--- config.mk ---
export PLATFORM = sky130hd
export DESIGN_NAME = gc_word_packer_flat
export DESIGN_NICKNAME = d
export VERILOG_FILES = /design/src/rtl/gc_word_packer_pkg.sv /design/src/rtl/gc_word_packer_if.sv /design/src/rtl/gc_word_packer_sync_fifo.sv /design/src/rtl/gc_word_packer.sv /design/src/flat_wrapper.sv
export SDC_FILE = /design/constraint.sdc
export NUM_CORES = 1
export LEC_CHECK = 0
export CAP_MARGIN = 5
export CORE_UTILIZATION = 52
export DETAILED_ROUTE_END_ITERATION = 8
export GPL_ROUTABILITY_DRIVEN = 0
export PLACE_DENSITY = 0.75
export REMOVE_ABC_BUFFERS = 1
export SYNTH_ARGS = -nofsm -noshare
export SYNTH_HDL_FRONTEND = slang
export SYNTH_HIERARCHICAL = 1
export SYNTH_SLANG_ARGS = --single-unit
--- constraint.sdc ---
create_clock -name clk_i -period 2.2 [get_ports clk_i]
set_input_delay 0.55 -clock clk_i [delete_from_list [all_inputs] [get_ports clk_i]]
set_output_delay 0.55 -clock clk_i [all_outputs]
set_load 0.005 [all_outputs]
--- src/rtl/gc_word_packer_pkg.sv ---
// Shared constants and helpers for the Gollmann-cascade word packer.
package gc_pkg;

  localparam int GC_WIDTH     = 8;
  localparam int GC_DEPTH     = 4;
  localparam int GC_RPT_LIMIT = 16;
  localparam int GC_DROP_W    = 8;

  // Ceiling log2; used for elaboration-time widths only.
  function automatic int gc_clog2(input int value);
    int r;
    r = 0;
    while ((1 << r) < value) begin
      r++;
    end
    return r;
  endfunction

endpackage

--- src/rtl/gc_word_packer_if.sv ---
// Valid/ready word stream from the packer to its consumer.
interface gc_word_packer_if
  import gc_pkg::*;
#(
  parameter int WIDTH = GC_WIDTH
);

  logic [WIDTH-1:0] word_out;
  logic             word_valid;
  logic             word_ready;

  modport master (output word_out, output word_valid, input word_ready);
  modport slave  (input word_out, input word_valid, output word_ready);

endinterface

--- src/rtl/gc_word_packer_sync_fifo.sv ---
// Small synchronous FIFO; the head entry is read straight out of the storage registers.
module gc_sync_fifo
  import gc_pkg::*;
#(
  parameter int WIDTH = GC_WIDTH,
  parameter int DEPTH = GC_DEPTH,
  localparam int AW   = gc_clog2(DEPTH),
  localparam int CW   = gc_clog2(DEPTH + 1)
) (
  input  logic             clk_i,
  input  logic             rst_ni,
  input  logic             push_i,
  input  logic [WIDTH-1:0] wdata_i,
  input  logic             pop_i,
  output logic [WIDTH-1:0] rdata_o,
  output logic             full_o,
  output logic             empty_o,
  output logic [CW-1:0]    count_o
);

  logic [WIDTH-1:0] mem_q [DEPTH];
  logic [AW-1:0]    wr_ptr_q, wr_ptr_d;
  logic [AW-1:0]    rd_ptr_q, rd_ptr_d;
  logic [CW-1:0]    count_q, count_d;
  logic             push_ok;
  logic             pop_ok;

  assign full_o  = (count_q == CW'(DEPTH));
  assign empty_o = (count_q == '0);
  assign count_o = count_q;
  assign rdata_o = mem_q[rd_ptr_q];

  // When full, a push is only taken if the head leaves on the same edge.
  assign pop_ok  = pop_i && !empty_o;
  assign push_ok = push_i && (!full_o || pop_ok);

  always_comb begin
    wr_ptr_d = wr_ptr_q;
    rd_ptr_d = rd_ptr_q;
    count_d  = count_q;
    if (push_ok) begin
      wr_ptr_d = wr_ptr_q + AW'(1);
    end
    if (pop_ok) begin
      rd_ptr_d = rd_ptr_q + AW'(1);
    end
    case ({push_ok, pop_ok})
      2'b10:   count_d = count_q + CW'(1);
      2'b01:   count_d = count_q - CW'(1);
      default: count_d = count_q;
    endcase
  end

  always_ff @(posedge clk_i or negedge rst_ni) begin
    if (!rst_ni) begin
      wr_ptr_q <= '0;
      rd_ptr_q <= '0;
      count_q  <= '0;
      for (int i = 0; i < DEPTH; i++) begin
        mem_q[i] <= '0;
      end
    end else begin
      wr_ptr_q <= wr_ptr_d;
      rd_ptr_q <= rd_ptr_d;
      count_q  <= count_d;
      if (push_ok) begin
        mem_q[wr_ptr_q] <= wdata_i;
      end
    end
  end

endmodule

--- src/rtl/gc_word_packer.sv ---
// Packs sampled keystream bits MSB-first into words, buffers them, and runs a
// repetition-count health test with sticky overflow/stuck flags for software.
module gc_word_packer
  import gc_pkg::*;
#(
  parameter int WIDTH     = GC_WIDTH,
  parameter int DEPTH     = GC_DEPTH,
  parameter int RPT_LIMIT = GC_RPT_LIMIT,
  parameter int DROP_W    = GC_DROP_W
) (
  input  logic              clk_i,
  input  logic              rst_ni,
  input  logic              bit_in_i,
  input  logic              bit_en_i,
  input  logic              clr_i,
  gc_word_packer_if.master  word_if,
  output logic              overflow_o,
  output logic              stuck_err_o,
  output logic [DROP_W-1:0] drop_cnt_o
);

  localparam int BCW = gc_clog2(WIDTH);
  localparam int RW  = gc_clog2(RPT_LIMIT + 1);
  localparam int CW  = gc_clog2(DEPTH + 1);

  logic [WIDTH-2:0]  sr_q, sr_d;
  logic [BCW-1:0]    bit_cnt_q, bit_cnt_d;
  logic [RW-1:0]     run_len_q, run_len_d;
  logic              last_bit_q, last_bit_d;
  logic              overflow_q, overflow_d;
  logic              stuck_q, stuck_d;
  logic [DROP_W-1:0] drop_q, drop_d;

  logic [WIDTH-1:0]  word_c;
  logic              word_done;
  logic              stuck_set;
  logic              drop_evt;
  logic              fifo_pop;
  logic              fifo_full;
  logic              fifo_empty;
  logic [CW-1:0]     fifo_cnt;
  logic [WIDTH-1:0]  fifo_rdata;

  assign word_c    = {sr_q, bit_in_i};
  assign word_done = bit_en_i && (bit_cnt_q == BCW'(WIDTH - 1));
  assign fifo_pop  = !fifo_empty && word_if.word_ready;
  assign drop_evt  = word_done && fifo_full && !fifo_pop;

  gc_sync_fifo #(
    .WIDTH (WIDTH),
    .DEPTH (DEPTH)
  ) u_fifo (
    .clk_i   (clk_i),
    .rst_ni  (rst_ni),
    .push_i  (word_done),
    .wdata_i (word_c),
    .pop_i   (fifo_pop),
    .rdata_o (fifo_rdata),
    .full_o  (fifo_full),
    .empty_o (fifo_empty),
    .count_o (fifo_cnt)
  );

  assign word_if.word_out   = fifo_rdata;
  assign word_if.word_valid = !fifo_empty;

  always_comb begin
    sr_d      = sr_q;
    bit_cnt_d = bit_cnt_q;
    if (bit_en_i) begin
      sr_d      = word_c[WIDTH-2:0];
      bit_cnt_d = word_done ? '0 : bit_cnt_q + BCW'(1);
    end
  end

  // run_len==0 marks "no bit seen yet", so the first sample always starts a run.
  always_comb begin
    run_len_d  = run_len_q;
    last_bit_d = last_bit_q;
    if (bit_en_i) begin
      last_bit_d = bit_in_i;
      if ((run_len_q != '0) && (bit_in_i == last_bit_q)) begin
        run_len_d = (run_len_q == RW'(RPT_LIMIT)) ? run_len_q : run_len_q + RW'(1);
      end else begin
        run_len_d = RW'(1);
      end
    end
  end

  assign stuck_set = bit_en_i && (run_len_d == RW'(RPT_LIMIT));

  // A set event in the same cycle as clr wins, counting from zero.
  always_comb begin
    overflow_d = overflow_q;
    stuck_d    = stuck_q;
    drop_d     = drop_q;
    if (clr_i) begin
      overflow_d = 1'b0;
      stuck_d    = 1'b0;
      drop_d     = '0;
    end
    if (drop_evt) begin
      overflow_d = 1'b1;
      if (clr_i) begin
        drop_d = DROP_W'(1);
      end else begin
        drop_d = (&drop_q) ? drop_q : drop_q + DROP_W'(1);
      end
    end
    if (stuck_set) begin
      stuck_d = 1'b1;
    end
  end

  always_ff @(posedge clk_i or negedge rst_ni) begin
    if (!rst_ni) begin
      sr_q       <= '0;
      bit_cnt_q  <= '0;
      run_len_q  <= '0;
      last_bit_q <= 1'b0;
      overflow_q <= 1'b0;
      stuck_q    <= 1'b0;
      drop_q     <= '0;
    end else begin
      sr_q       <= sr_d;
      bit_cnt_q  <= bit_cnt_d;
      run_len_q  <= run_len_d;
      last_bit_q <= last_bit_d;
      overflow_q <= overflow_d;
      stuck_q    <= stuck_d;
      drop_q     <= drop_d;
    end
  end

  assign overflow_o  = overflow_q;
  assign stuck_err_o = stuck_q;
  assign drop_cnt_o  = drop_q;

  a_full_matches_count : assert property (@(posedge clk_i) disable iff (!rst_ni)
    fifo_full == (fifo_cnt == CW'(DEPTH)));

endmodule

--- src/flat_wrapper.sv ---
// flat-port wrapper written by rule: the top's interface ports become plain ports
module gc_word_packer_flat import gc_pkg::*;
#(
  parameter int WIDTH     = GC_WIDTH,
  parameter int DEPTH     = GC_DEPTH,
  parameter int RPT_LIMIT = GC_RPT_LIMIT,
  parameter int DROP_W    = GC_DROP_W
)
  (clk_i, rst_ni, bit_in_i, bit_en_i, clr_i, overflow_o, stuck_err_o, drop_cnt_o, word_if_word_out, word_if_word_valid, word_if_word_ready);
  gc_word_packer_if #(.WIDTH(WIDTH)) word_if_i ();
  input  logic clk_i;
  input  logic rst_ni;
  input  logic bit_in_i;
  input  logic bit_en_i;
  input  logic clr_i;
  output logic overflow_o;
  output logic stuck_err_o;
  output logic [DROP_W-1:0] drop_cnt_o;
  output wire logic [$bits(word_if_i.word_out)-1:0] word_if_word_out;
  output wire logic [$bits(word_if_i.word_valid)-1:0] word_if_word_valid;
  input wire logic [$bits(word_if_i.word_ready)-1:0] word_if_word_ready;
  assign word_if_word_out = word_if_i.word_out;
  assign word_if_word_valid = word_if_i.word_valid;
  assign word_if_i.word_ready = word_if_word_ready;
  gc_word_packer #(.WIDTH(WIDTH), .DEPTH(DEPTH), .RPT_LIMIT(RPT_LIMIT), .DROP_W(DROP_W)) u_core (.clk_i(clk_i), .rst_ni(rst_ni), .bit_in_i(bit_in_i), .bit_en_i(bit_en_i), .clr_i(clr_i), .word_if(word_if_i), .overflow_o(overflow_o), .stuck_err_o(stuck_err_o), .drop_cnt_o(drop_cnt_o));
endmodule
==> impl_metrics.py, run 1 <==
metrics = {
    "route": {
        "vias": 2244,
        "drtIter0Drc": 111,
        "drc": 1,
        "wl_um": 6510,
        "drt-vias-per-instance": 5.74,
        "ant_nets": 0,
        "wl_per_cell_um": 16.7,
        "firstDrtPassIters": 6,
    },
    "sta": {
        "maxSlewViolCount": 0,
        "maxSlewHeadroom_pct": 80.0,
        "finalHoldViolations": 0,
        "period_needed_ns": 2.24,
        "finClkSkew_ns": 0.00848,
        "rsz0062_at_grt": "yes",
        "fmax_ghz": 0.447,
        "fin_ws_ns": -0.0385,
        "worstMarginPinSlew_ns": 0.296,
        "min_period_over_period_pct": 102,
        "timing.hold.ws_ns": 0.0756,
        "setup-violations-final": 4,
    },
    "worst_hold_path": {
        "min_path_type": "in -> async",
    },
    "floorplan": {
        "die-height_um": 80.0,
        "fp.dieW_um": 80.0,
        "rows": 28,
        "die_area_sq_um": 6400,
        "initial_core_util_pct": 53.7,
        "core_area_sq_um": 5890,
        "ioPinCount": 25,
    },
    "global_route": {
        "grt_pass1_vias": 2267,
        "antenna_found_initial": 0,
        "grt_first_pass_wirelength_um": 11100,
        "track_usage_pct": 23.5,
        "overflow": 0,
        "grt_max_degree": 56,
    },
    "clock_tree": {
        "clock-sinks": 64,
        "clockBufferDepth": 2,
        "cts_tree": "yes",
        "cts.clk_slew.worst_paths_ns": 0.07,
        "worstSkewPairLatency_ns": 0.34,
        "cts.htree.levels": 3,
        "cts_root_buffer": "clkbuf_8",
        "numCtsBuffers": 9,
    },
    "synthesis": {
        "synth_area_leaders": "dfrtp_1 (51%), mux2_2 (15%), mux4_2 (5.7%)",
        "syn_inst": 250,
        "synth_edf_count": 0,
        "ys_ff_latch": 64,
        "synth_warnings": 6,
        "ys_seq_area_share_pct": 50.6,
        "async_reset_ff_share_pct": 100,
        "syn-cell-area_sq_um": 3160,
        "yosys.area.top_type": "dfrtp_1",
        "synth_area_per_cell_sq_um": 12.7,
        "synth_top_area_share_pct": 50.6,
        "yosysUniqueCellTypes": 51,
        "synthFlopType": "dfrtp_1",
    },
    "critical_path": {
        "cp_slowest_cell": "mux4_2",
        "r2r_slack_ns": 0.06,
        "cpPeakStageDelay_ns": 0.49,
        "ff2ff_path_depth": 10,
        "critPathRequiredTime_ns": 1.65,
        "crit_path_end_kind": "primary output",
        "timing.rr.end": "u_core/u_fifo/count_o[2]",
        "cp-start-kind": "register",
        "path_cells": "buf_12 > buf_6 > buf_6 > mux4_2 > buf_2",
        "crit_type": "reg -> out",
        "crit_fanout": 6,
        "cp_data_arrival_time_ns": 1.69,
        "r2r_start": "u_core/bit_cnt_q[0]",
        "cp_common_cell": "buf_6",
    },
    "finish": {
        "fillCellCount": 409,
        "most-common-layout-cells": "dfrtp_1 (63), mux2_2 (41), buf_4 (25)",
        "drive_above_1_share_pct": 40.5,
        "final_common_cell": "dfrtp_1",
        "diodes": 0,
        "syn_to_final_growth_pct": 27.8,
        "layout.nets": 328,
    },
    "status": {
        "violations": "design-rule violations, negative setup slack",
        "status": "finished with violations",
    },
    "power_and_ir_drop": {
        "peakVddDrop_v": 0.000589,
        "clockPowerShare_pct": 23.2,
        "power.density_nw_per_um2": 1190,
        "switching_share_pct": 30.3,
        "p_int_uw": 3360,
        "pwr-share-comb_pct": 36.8,
        "switching_power_uw": 1460,
        "p_leak_uw": 0.00185,
        "power_frac_seq_pct": 40.0,
    },
    "placed_design": {
        "place_ws_ns": -0.426,
        "portBuffers": 24,
        "place_hpwl_um": 3980,
    },
    "run": {
        "cap_violations": 0,
    },
}
## sequential cells by signal, summed over array words and instances (netlist names)
signal	count
u_core/overflow_o	1
u_core/u_fifo/mem_q	32
u_core/drop_cnt_o	8
u_core/u_fifo/count_o	3
u_core/u_fifo/wr_ptr_q	2
u_core/run_len_q	5
u_core/sr_q	7
u_core/bit_cnt_q	3
u_core/u_fifo/rd_ptr_q	2
u_core/stuck_err_o	1
## worst max-delay path: cells and delay by family (launching register included)
kind | cells | cell delay, ns
buf+inv | 4 | 0.46
flops | 1 | 0.39
mux | 1 | 0.49
## synth_stat cells, types with 3 or more instances
master / n
or4_1: 4
o31ai_1: 4
ha_1: 10
o22ai_1: 4
mux4_2: 8
nor2b_1: 3
clkbuf_1: 5
dfrtp_1: 64
inv_1: 16
xor2_1: 3
xnor2_1: 5
a21oi_1: 9
nor2_2: 4
nand2_1: 12
mux2_2: 41
nand3_1: 8
nor2_1: 5
buf_2: 3
o21ai_0: 4
## repair_timing
action / CTS / global route
pin swaps: 4 / 5
hold buffers: 0 / 0
setup endpoints to repair: 10 / 7
resized for setup: 42 / 6
buffers inserted: 13 / 0
## logic make-up after synthesis
kind of cell	Yosys count	share of synthesized area, %
DFF	64	50.6
and+or+nand+nor	54	10.4
muxes	52	21.3
AOI/OAI and AO/OA	35	7.67
buffers and inverters	26	3.20
adders and majority gates	11	4.59
xor gates and xnor gates	8	2.22
## cell type report
class	instances	area [sq um]	area share (%)
sequential	64	1600	39.7
multi-input combinational	160	1500	37.1
timing repair buffer	60	564	14.0
clock buffer	11	141	3.50
tap	75	93.8	2.32
clock inverter	5	78.8	1.95
inverter	16	60.1	1.49
## through the flow
step / util [%] / instances / total power [uW] / TNS, ns / cell area, sq um
6_report: 68.7 / 391 / 4830 / -0.118 / 4040
5_1_grt: 68.7 / 391 / 5150 / -0.412 / 4040
4_1_cts: 68.4 / 391 / 4810 / -0.285 / 4030
3_5_place_dp: 62.6 / 362 / 3520 / -4.25 / 3690
3_3_place_gp: 62.6 / 362 / 3430 / -3.39 / 3690
2_1_floorplan: - / 240 / 2840 / -0.174 / 3120
## power groups by stage
stage | clock network [uW] | logic (uW) | registers (uW)
final | 1120 | 1770 | 1930
after global routing | 1190 | 1970 | 1990
after CTS | 1140 | 1750 | 1930
after detailed placement | 0 | 1590 | 1930
after global placement | 0 | 1530 | 1900
after floorplan | 0 | 964 | 1870
## layer usage
metal / up-vias / wire length, um / track usage [%]
met5: - / 0 / 0
met4: 0 / 205 / 13.6
met3: 19 / 236 / 3.89
met2: 55 / 3210 / 37.2
met1: 1134 / 2860 / 30.5
li1: 1036 / - / -
## how the worst max path moves through the flow
stage	from	to	slack [ns]
2_1_floorplan	u_core/u_fifo/count_o[0]	u_core/u_fifo/count_o[2]	-0.17
3_3_place_gp	word_if_word_ready	u_core/u_fifo/count_o[2]	-0.37
3_5_place_dp	word_if_word_ready	u_core/u_fifo/count_o[2]	-0.43
4_1_cts	u_core/u_fifo/rd_ptr_q[0]	word_if_word_out[6]	-0.07
5_1_grt	u_core/u_fifo/rd_ptr_q[0]	word_if_word_out[3]	-0.09
6_report	u_core/u_fifo/rd_ptr_q[0]	word_if_word_out[3]	-0.04
(Power assumes the default switching activity.)
==> run 2: changes to the inputs <==
--- a/config.mk
+++ b/config.mk
@@ -5,7 +5,7 @@
 export SDC_FILE = /design/constraint.sdc
 export NUM_CORES = 1
 export LEC_CHECK = 0
-export CAP_MARGIN = 5
+export CAP_MARGIN = 25
 export CORE_UTILIZATION = 52
 export DETAILED_ROUTE_END_ITERATION = 8
 export GPL_ROUTABILITY_DRIVEN = 0
@@ -15,3 +15,4 @@
 export SYNTH_HDL_FRONTEND = slang
 export SYNTH_HIERARCHICAL = 1
 export SYNTH_SLANG_ARGS = --single-unit
+export TNS_END_PERCENT = 20
==> run 2 against run 1 <==
The run still ends with design-rule violations, negative setup slack left. Clock skew rose by 0.0030 ns. Clock power about the same. Cell count is 0.77% lower. Fmax decreased by 0.33%. Flip-flop and latch count unchanged. Non-clock buffer count is 3 lower. Core utilization shrank 1.3 points. Hold slack better by 0.0064 ns. Global-route usage down 1.1 points. Routed wire length is 2.1% lower. Critical path type is now in -> reg. Critical endpoint is now u_core/u_fifo/count_o[2]. Largest power group unchanged.
==> impl_metrics.py, run 2 (synthesized netlist as in run 1, its figures left out) <==
metrics = {
    "sta": {
        "min_period_over_period_pct": 102,
        "rsz0062_at_grt": "yes",
        "worstMarginPinSlew_ns": 0.294,
        "period_needed_ns": 2.25,
        "setup-tns-final_ns": -0.0458,
        "maxSlewHeadroom_pct": 80.1,
        "maxSlewViolCount": 0,
        "fin_ws_ns": -0.0458,
        "setup-violations-final": 1,
        "finalHoldViolations": 0,
        "finClkSkew_ns": 0.0115,
        "fmax_ghz": 0.445,
    },
    "route": {
        "wl_per_cell_um": 16.4,
        "wl_um": 6380,
        "drtIter0Drc": 133,
        "ant_nets": 0,
        "drt-vias-per-instance": 5.61,
        "vias": 2177,
        "firstDrtPassIters": 6,
        "drc": 1,
    },
    "global_route": {
        "gr-usage-met2_pct": 35.6,
        "grt_pass1_vias": 2194,
        "met3_usage_pct": 4.00,
        "track_usage_pct": 22.4,
        "overflow": 0,
        "antenna_found_initial": 0,
        "grt_use_met1_pct": 28.5,
        "grt_first_pass_wirelength_um": 10600,
        "grt.busiest_layer": "met2",
        "grt_max_degree": 56,
    },
    "power_and_ir_drop": {
        "power_uw": 4690,
        "peakVddDrop_v": 0.000540,
        "p_leak_uw": 0.00182,
        "power.density_nw_per_um2": 1180,
    },
    "clock_tree": {
        "cts_root_buffer": "clkbuf_8",
        "clockBufferDepth": 2,
        "numCtsBuffers": 9,
        "cts_hold_buf": 0,
        "cts_tree": "yes",
        "cts.htree.levels": 3,
        "cts.clk_slew.worst_paths_ns": 0.07,
        "clock-sinks": 64,
        "worstSkewPairLatency_ns": 0.34,
    },
    "placed_design": {
        "placedCellCount": 362,
        "placed_cell_area_sq_um": 3690,
        "portBuffers": 24,
        "place_hpwl_um": 3980,
    },
    "critical_path": {
        "critPathTopFamily": "simple AND/OR/NAND/NOR gates",
        "r2r_start": "u_core/bit_cnt_q[0]",
        "crit_path_end_kind": "register",
        "r2r_slack_ns": -0.02,
        "path_buf_inv": 2,
        "crit_type": "in -> reg",
        "critPathRequiredTime_ns": 2.45,
        "cpPeakStageDelay_ns": 0.39,
        "ff2ff_path_depth": 10,
        "crit_fanout": 3,
        "cp_slowest_cell": "clkdlybuf4s50_1",
        "cp_common_cell": "xor2_1",
        "cp-start-kind": "input port",
        "timing.rr.end": "u_core/u_fifo/count_o[2]",
        "path_cells": "clkdlybuf4s50_1 > nor2b_2 > nor4b_4 > or2b_2 > ha_2 > inv_1 > fa_2 > xor2_1 > nor2_1 > xor2_1",
        "cp_data_arrival_time_ns": 2.50,
    },
    "finish": {
        "final_common_cell": "dfrtp_1",
        "fillCellCount": 416,
        "layout.nets": 325,
        "fin_util_pct": 67.4,
        "top_register": "u_core/u_fifo/mem_q",
        "largest_register_ffs": 32,
        "drive_above_1_share_pct": 39.3,
        "syn_to_final_growth_pct": 25.4,
        "most-common-layout-cells": "dfrtp_1 (63), mux2_2 (41), buf_4 (27)",
        "diodes": 0,
        "finish.instance_area_sq_um": 3970,
        "final_cell_count_no_fill": 388,
    },
    "floorplan": {
        "rows": 28,
        "ioPinCount": 25,
        "die-height_um": 80.0,
        "die_area_sq_um": 6400,
        "initial_core_util_pct": 53.7,
        "core_area_sq_um": 5890,
        "fp.dieW_um": 80.0,
    },
    "status": {
        "violations": "design-rule violations, negative setup slack",
        "status": "finished with violations",
    },
    "worst_hold_path": {
        "min_path_type": "in -> async",
    },
    "run": {
        "cap_violations": 0,
    },
}
## run 2: changes by cell type in the layout (fill, tap and decap cells not counted), moves of 2 or more
cell / previous run / this run
clkbuf_2: 1 / 4
buf_2: 6 / 4
buf_6: 7 / 1
buf_4: 25 / 27
## run 2: power breakdown
group	internal, uW	switching (uW)	leakage [uW]	total (uW)
sequential	1590	330	0.000833	1920
combinational	1010	637	0.000870	1650
clock	670	453	0.000114	1120
total	3270	1420	0.00182	4690
## run 2: final cells by class
type	instances	area, sq um	share of cell area, %
repair buffers	57	514	13.0
clock buffers	11	141	3.57
flip-flops and latches	64	1600	40.4
clock inverters	5	78.8	1.99
inverters	16	60.1	1.51
multi-input cells	160	1470	37.2
well taps	75	93.8	2.37
## run 2: worst max path at each step
| stage | from | endpoint | slack, ns | cells past startpoint |
|---|---|---|---|---|
| 2_1_floorplan | u_core/u_fifo/count_o[0] | u_core/u_fifo/count_o[2] | -0.17 | 10 |
| 3_3_place_gp | word_if_word_ready | u_core/u_fifo/count_o[2] | -0.37 | 10 |
| 3_5_place_dp | word_if_word_ready | u_core/u_fifo/count_o[2] | -0.43 | 10 |
| 4_1_cts | u_core/u_fifo/rd_ptr_q[0] | word_if_word_out[0] | -0.08 | 4 |
| 5_1_grt | word_if_word_ready | u_core/u_fifo/count_o[2] | -0.18 | 10 |
| 6_report | word_if_word_ready | u_core/u_fifo/count_o[2] | -0.05 | 10 |
## run 2: worst reg2reg max path: cells and delay by family, from the launching register on
| kind | cells | cell delay [ns] |
|---|---|---|
| and+or+nand+nor | 3 | 0.47 |
| DFF | 1 | 0.40 |
| buffers and inverters | 1 | 0.06 |
| adders and majority gates | 4 | 0.91 |
| xor gates and xnor gates | 2 | 0.30 |
## run 2: what timing repair did
action	CTS	global route
gates resized for setup	25	7
setup buffers	8	2
endpoints found under the setup margin	10	8
pin swaps	0	2
## run 2: through the flow
stage | hold WS [ns] | setup slack, ns
floorplan | 0.254 | -0.174
global placement | 0.435 | -0.370
detailed placement | 0.443 | -0.426
CTS | 0.0721 | -0.0777
global route | 0.0812 | -0.181
finish | 0.0820 | -0.0458
## run 2: metal layers
layer	up-vias	wire length, um
met5	-	0
met4	0	156
met3	15	173
met2	39	3190
met1	1091	2860
li1	1032	-
